**config.mk**
```make
export PLATFORM = sky130hd
export DESIGN_NAME = ifu_line_fill
export DESIGN_NICKNAME = d
export VERILOG_FILES = /design/src/rtl/ifu_line_fill.sv
export SDC_FILE = /design/constraint.sdc
export NUM_CORES = 1
export LEC_CHECK = 0
export ABC_AREA = 1
export BUFFER_PORTS_ARGS = -buffer_cell sky130_fd_sc_hd__buf_4
export CAP_MARGIN = 20
export CELL_PAD_IN_SITES_DETAIL_PLACEMENT = 1
export CELL_PAD_IN_SITES_GLOBAL_PLACEMENT = 1
export CORE_MARGIN = 2
export CORE_UTILIZATION = 41
export CTS_CLUSTER_DIAMETER = 50
export DETAILED_ROUTE_END_ITERATION = 12
export PLACE_DENSITY = 0.77
export SLEW_MARGIN = 15
export SYNTH_ARGS = -nofsm -noshare
export SYNTH_HDL_FRONTEND = slang
export SYNTH_SLANG_ARGS = --single-unit
```
**constraint.sdc**
```tcl
create_clock -name Clock -period 14.1 [get_ports Clock]
set_clock_uncertainty 0.15 [all_clocks]
set_input_delay 4.23 -clock Clock [delete_from_list [all_inputs] [get_ports Clock]]
set_output_delay 4.23 -clock Clock [all_outputs]
set_load 0.005 [all_outputs]
```
**src/rtl/ifu_line_fill.sv**
```systemverilog
// ifu_line_fill: fetches one instruction line from memory per I-cache miss.
// A single fill is outstanding at a time. One further miss tag can wait in a
// one-entry pending slot. Distinct misses that arrive while the slot is full
// are dropped, and a saturating counter records them.
//
// Handshake: the memory request is transferred on any rising edge where
// mem_reqValidOut && mem_reqReadyIn. While it waits, mem_reqValidOut and
// mem_reqAddrOut stay stable. Response beats have no back-pressure. A beat
// is consumed on every RECV cycle with mem_rspValidIn high, lowest word first.
// The fill result is a one-cycle pulse with no ready input.
module ifu_line_fill #(
    parameter int ADDR_WIDTH   = 32,
    parameter int OFFSET_WIDTH = 4,
    parameter int TAG_WIDTH    = ADDR_WIDTH - OFFSET_WIDTH,
    parameter int LINE_WIDTH   = 128,
    parameter int WORD_WIDTH   = 32
) (
    input  logic                  Clock,
    input  logic                  Rst,
    input  logic [TAG_WIDTH-1:0]  cache_reqTagIn,
    input  logic                  cache_reqTagValidIn,
    output logic [ADDR_WIDTH-1:0] mem_reqAddrOut,
    output logic                  mem_reqValidOut,
    input  logic                  mem_reqReadyIn,
    input  logic [WORD_WIDTH-1:0] mem_rspDataIn,
    input  logic                  mem_rspValidIn,
    output logic [TAG_WIDTH-1:0]  cache_rspTagOut,
    output logic [LINE_WIDTH-1:0] cache_rspInsLineOut,
    output logic                  cache_rspInsLineValidOut,
    output logic                  fill_busyOut,
    output logic [7:0]            dropCntOut,
    output logic [1:0]            state_dbg
);
    localparam int BEATS  = LINE_WIDTH / WORD_WIDTH;
    localparam int BEAT_W = (BEATS > 1) ? $clog2(BEATS) : 1;

    typedef enum logic [1:0] {IDLE = 2'd0, REQ = 2'd1, RECV = 2'd2, RESP = 2'd3} state_t;

    state_t                state, state_next;
    logic [TAG_WIDTH-1:0]  cur_tag, pend_tag, rsp_tag_q;
    logic                  pend_valid;
    logic [BEAT_W-1:0]     beat_cnt;
    logic [LINE_WIDTH-1:0] line_q, line_merged, rsp_line_q;
    logic [7:0]            drop_cnt;
    logic                  beat_fire, last_beat, tag_dup;

    assign beat_fire = (state == RECV) && mem_rspValidIn;
    assign last_beat = beat_fire && (beat_cnt == BEAT_W'(BEATS - 1));
    // A miss for the line being fetched, or for the one already queued, needs no new fill.
    assign tag_dup   = (cache_reqTagIn == cur_tag) || (pend_valid && (cache_reqTagIn == pend_tag));

    assign mem_reqAddrOut      = {cur_tag, {OFFSET_WIDTH{1'b0}}};
    assign cache_rspTagOut     = rsp_tag_q;
    assign cache_rspInsLineOut = rsp_line_q;
    assign dropCntOut          = drop_cnt;
    assign state_dbg           = state;

    // State register.
    always_ff @(posedge Clock or posedge Rst) begin
        if (Rst) state <= IDLE;
        else     state <= state_next;
    end

    // Next-state logic: a queued miss takes priority over a new one when starting.
    always_comb begin
        state_next = state;
        case (state)
            IDLE:    if (pend_valid || cache_reqTagValidIn) state_next = REQ;
            REQ:     if (mem_reqReadyIn) state_next = RECV;
            RECV:    if (last_beat) state_next = RESP;
            RESP:    state_next = IDLE;
            default: state_next = IDLE;
        endcase
    end

    // Outputs decoded from the current state and the pending slot.
    always_comb begin
        mem_reqValidOut          = (state == REQ);
        cache_rspInsLineValidOut = (state == RESP);
        fill_busyOut             = (state != IDLE) || pend_valid;
    end

    // Merge the incoming beat into its word slot of the line being assembled.
    always_comb begin
        line_merged = line_q;
        for (int b = 0; b < BEATS; b++) begin
            if (beat_cnt == BEAT_W'(b)) line_merged[b*WORD_WIDTH +: WORD_WIDTH] = mem_rspDataIn;
        end
    end

    // Miss tag bookkeeping: current tag, one-entry pending slot, drop counter.
    always_ff @(posedge Clock or posedge Rst) begin
        if (Rst) begin
            cur_tag    <= '0;
            pend_tag   <= '0;
            pend_valid <= 1'b0;
            drop_cnt   <= 8'd0;
        end else if (state == IDLE) begin
            if (pend_valid) begin
                cur_tag <= pend_tag;
                // The queued tag moves to current; a new distinct tag refills the slot.
                if (cache_reqTagValidIn && (cache_reqTagIn != pend_tag)) pend_tag <= cache_reqTagIn;
                else                                                     pend_valid <= 1'b0;
            end else if (cache_reqTagValidIn) begin
                cur_tag <= cache_reqTagIn;
            end
        end else if (cache_reqTagValidIn && !tag_dup) begin
            if (!pend_valid) begin
                pend_tag   <= cache_reqTagIn;
                pend_valid <= 1'b1;
            end else if (drop_cnt != 8'hFF) begin
                drop_cnt <= drop_cnt + 8'd1;
            end
        end
    end

    // Beat counting, line assembly and capture of the delivered line.
    always_ff @(posedge Clock or posedge Rst) begin
        if (Rst) begin
            beat_cnt   <= '0;
            line_q     <= '0;
            rsp_tag_q  <= '0;
            rsp_line_q <= '0;
        end else begin
            if ((state == REQ) && mem_reqReadyIn) begin
                beat_cnt <= '0;
            end else if (beat_fire) begin
                beat_cnt <= beat_cnt + 1'b1;
                line_q   <= line_merged;
            end
            if (last_beat) begin
                rsp_tag_q  <= cur_tag;
                rsp_line_q <= line_merged;
            end
        end
    end
endmodule

```
Word-level counts from Yosys, hierarchy flattened --
Index checks and enable logic that the tools add are counted.
Cells by class: multiplexer cells 21, reductions and logical operators 21, $add $sub $neg 2, equal/unequal tests 16, bitwise logic cells 2
Operators with widths (number):
- $mux W28 | 7
- $mux W32 | 4
- $eq A28 B28 Y1 | 2
- $ne A28 B28 Y1 | 1
- $mux W2 | 5
- $add A8 B1 Y8 const B | 1
- $eq A2 B2 Y1 const B | 4
- $ne A8 B8 Y1 const B | 1
- $pmux W2 S4 | 1
- $reduce_and A4 Y1 | 2
- $reduce_bool A2 Y1 | 4
- $logic_and A1 B1 Y1 | 6
- $ne A2 B1 Y1 const B | 3
- $ne A2 B2 Y1 const B | 3
- $eq A2 B1 Y1 const B | 2
- $logic_not A2 Y1 | 2
- $mux W1 | 4
- $reduce_and A2 Y1 | 2
- $logic_or A1 B1 Y1 | 3
- $reduce_and A3 Y1 | 1
- $add A2 B1 Y2 const B | 1
- $not A1 Y1 | 2
- $logic_not A1 Y1 | 1
Word-level totals: bits of input ports 65, flip-flop bits (word level) 353

Longest topological paths before layout --
depth in word-level cells 7, gate-level depth with buffers 15

Least setup slack after synthesis --
Ideal clock, no wire load.
kind input port to flip-flop, start point input port cache_reqTagIn[12], end point register pend_tag[14], cell stages on the path 13, required time 13.833 ns, path slack 8.535 ns, arrival time 5.299 ns, cells stage by stage inv_1 nand2_1 nand2_1 nor2_1 nand2_1 nor2_1 nand2_1 o21bai_1 a21oi_1 buf_2 buf_6 nand3_1 nand2_1
On the way: longest elaborated chain between the ends 7, elaborated cells between the ends (all ways) 11, classes of those cells eq/ne (4); reduce/logical (7)
Ends and longest elaborated chain:
- start: declaration | RTL line 20 | input logic [TAG_WIDTH-1:0] cache_reqTagIn,
- $eq A28 B28 Y1 | RTL line 50 | assign tag_dup = (cache_reqTagIn == cur_tag) || (pend_valid && (cache_reqTagIn == pend_tag));
- $logic_and A1 B1 Y1 | RTL line 50
- $logic_or A1 B1 Y1 | RTL line 50
- $logic_not A1 Y1 | RTL line 107 | end else if (cache_reqTagValidIn && !tag_dup) begin
- $logic_and A1 B1 Y1 | RTL line 107
- $reduce_bool A2 Y1 (no source line)
- $reduce_and A4 Y1 (no source line) *
- end signal: assignment | RTL line 102 | if (cache_reqTagValidIn && (cache_reqTagIn != pend_tag)) pend_tag <= cache_reqTagIn;
- end signal: assignment | RTL line 109 | pend_tag <= cache_reqTagIn;
- end: declaration | RTL line 40 | logic [TAG_WIDTH-1:0] cur_tag, pend_tag, rsp_tag_q;
Every way passes the cells marked *; elsewhere a longest branch is shown, timed or not. A chain may end at the register's enable or synchronous reset.

Final worst setup path --
start point input port cache_reqTagIn[4], end point register pend_tag[23]
Same word-level chain as after synthesis.

==> results_dict.tcl <==
set metrics [dict create \
    status "finished, final reports clean" \
    cts.path.max_buffers 3 \
    yosys.area.top_type "dfrtp_1" \
    wl_met2_microns 21300 \
    cts_tree "done" \
    viasPerCell 5.01 \
    m1WireLength_microns 19500 \
    fin_crit_sh_pct 45.9 \
    cts_buffers 40 \
    start_util_pct 41.4 \
    ys_ff_latch 321 \
    dr.pass1.iters 4 \
    pre_cts_ws_ns 6.95 \
    finalCoreUtilization_pct 51.6 \
    pwr-share-clk_pct 25.0 \
    synthArstFlopShare_pct 100 \
    fin_nets 2164 \
    port_buffers 261 \
    grt_pass1_wl_microns 71400 \
    grt_overflow 0 \
    yosysSeqAreaShare_pct 55.0 \
    final_hold_viol_count 0 \
    fin_crit_ns 6.48 \
    synth_edf_count 0 \
    clkLatencyLatePin_ns 0.54 \
    netSwitchingPower_uw 1530 \
    critPathCaptureType "flop" \
    ys_types 25 \
    rsz0062_at_grt "no" \
    drt_iter0_markers 678 \
    grt_util_all_layers_pct 24.1 \
    drive_gt1_share_pct 16.4 \
    gp_congestion 0.772 \
    fin_tns_setup_ns 0 \
    cp.arrival_ns 6.80 \
    crit_fanout 29 \
    cts.sinks 321 \
    detailroute.wirelength.met3_microns 2260 \
    pin_count 266 \
    syn_area_sq_mm 0.0146 \
    leakage_uw 0.00957 \
    power_density_mw_per_mm2 226 \
    dieArea_sq_mm 0.0372 \
    num_rows 69 \
    postCtsSetupBuffers 0 \
    cts_resized 0 \
    postSynthCellCount 1867 \
    internal_power_uw 2590 \
    ys_top_cells_by_area "dfrtp_1 55%, nand2_1 22%, o21ai_0 8.9%" \
    wl_per_cell_microns 17.0 \
    seq_power_share_pct 38.4 \
    synth_top_area_share_pct 55.0 \
    syn_area_per_cell_sq_um 7.83 \
    ctsHoldBuffers 0 \
    synth.top_cells.by_count "850 x nand2_1, 321 x dfrtp_1, 259 x o21ai_0" \
    setup_viol 0 \
    synth-main-ff-cell "dfrtp_1" \
    grt_max_degree 123 \
    synth_most_common_cell "nand2_1" \
    routed.top_layer "met5" \
    grt_pass1_vias 13600 \
    fin_hold_ws_ns 0.325 \
    clock.fmax_mhz 154 \
    criticalPathCategory "input port to flop" \
    timing.final.ws_setup_ns 7.62 \
    die_h_microns 193 \
    cts.clk_slew.worst_paths_ns 0.05 \
    vias 12900 \
    dp_hpwl_microns 28200 \
    drc 0 \
    required_ns 14.42 \
    area_growth_pct 24.7 \
    critPathLaunchType "input port" \
    antenna_found_initial 1 \
    final_cells 2577 \
    report.final.slew_viol_count 0 \
    n_fill_cell 4365 \
    h-tree-depth 2 \
    p_sw_share_pct 37.1 \
    place_inst 2505 \
    chipWidth_microns 193 \
    yosysWarnings 0 \
    wirelength_microns 43900 \
    clockRootBuffer "clkbuf_16" \
    hp-class "flop to flop" \
    slew_headroom_pct 33.2 \
    core_sq_mm 0.0353 \
    cap_violations 0 \
    power_frac_comb_pct 36.7 \
    antenna_left 0 \
    ir_worst_vdd_mv 0.112 \
    tightest_slew_ns 1.00 \
]
-- per-layer routing --
layer  vias to the layer above  GRT usage [%]
met5                         -              0
met1                      6458           31.9
met3                        52           4.29
li1                       6175              -
met2                       230           40.7
met4                         2           6.08
-- final cells by class --
cell class | count | area, sq um | area share, %
antenna | 1 | 2.50 | 0.0137
tap | 461 | 577 | 3.17
sequential | 321 | 8030 | 44.1
clock inverter | 12 | 165 | 0.907
clock buffer | 57 | 1140 | 6.24
timing repair buffer | 277 | 2110 | 11.6
multi-input combinational | 1253 | 5450 | 29.9
inverter | 195 | 744 | 4.09
-- cells by family after synthesis --
logic type	count (synthesis)	synth area share, %
adders and majority gates	11	0.942
and+or+nand+nor	922	24.0
AOI/OAI and AO/OA	295	10.7
buffers and inverters	296	8.10
DFF	321	55.0
other	1	0.0257
xor gates and xnor gates	21	1.26
-- layout by cell type (no fill, tap or decap), types with 3 or more instances in the layout --
master,instances
buf_4,275
clkinv_2,6
xnor2_1,20
o21ai_0,259
bufinv_16,4
nand2_1,850
o211ai_1,28
ha_1,8
ha_2,3
clkbuf_8,5
nor2_1,32
nand3_1,35
dfrtp_1,321
inv_1,192
conb_1,4
clkbuf_1,11
clkbuf_16,41
-- metrics by stage --
step | power [uW] | instance area, sq um
floorplan | 2370 | 14600
global placement | 3020 | 16900
detailed placement | 3110 | 16900
CTS | 4170 | 18200
global route | 4460 | 18200
finish | 4120 | 18200
-- path summary, 6_finish.rpt --
kind / endpoint / cells past startpoint / from / slack (ns)
worst min register to register: cache_rspInsLineOut[106] / 2 / cache_rspInsLineOut[106] / 0.32
worst max register to register: cache_rspInsLineOut[125] / 10 / state_dbg[0] / 10.90
max in group asynchronous: line_q[35] / 5 / Rst / 8.00
min in group asynchronous: dropCntOut[1] / 2 / Rst / 3.67
worst min-delay path: cache_rspInsLineOut[106] / 2 / cache_rspInsLineOut[106] / 0.32
worst max-delay path: pend_tag[23] / 15 / cache_reqTagIn[4] / 7.62
-- state kept, by name (all words and copies together) (netlist names) --
name                 flops
pend_valid               1
dropCntOut               8
cache_rspInsLineOut    128
state_dbg                2
cur_tag                 28
line_q                  96
pend_tag                28
cache_rspTagOut         28
beat_cnt                 2
-- power groups by stage --
stage	Combinational [uW]	Clock, uW	Sequential (uW)
finish	1510	1030	1580
global route	1740	1090	1630
CTS	1540	1050	1580
detailed placement	1520	0	1590
global placement	1440	0	1580
floorplan	826	0	1550
-- critical path, cell delays in order --
cell     delay [ns]
buf_4          0.12
inv_1          0.05
nand2_1        0.05
nand2_1        0.08
nor2_1         0.13
nand2_1        0.07
nor2_1         0.14
nand2_1        0.15
nor2_1         0.14
nand2_1        0.09
nand2_1        0.14
nand2_2        0.43
nand2_2        0.74
nand2_1        0.11
nand2_1        0.10
(Power assumes the default switching activity.)
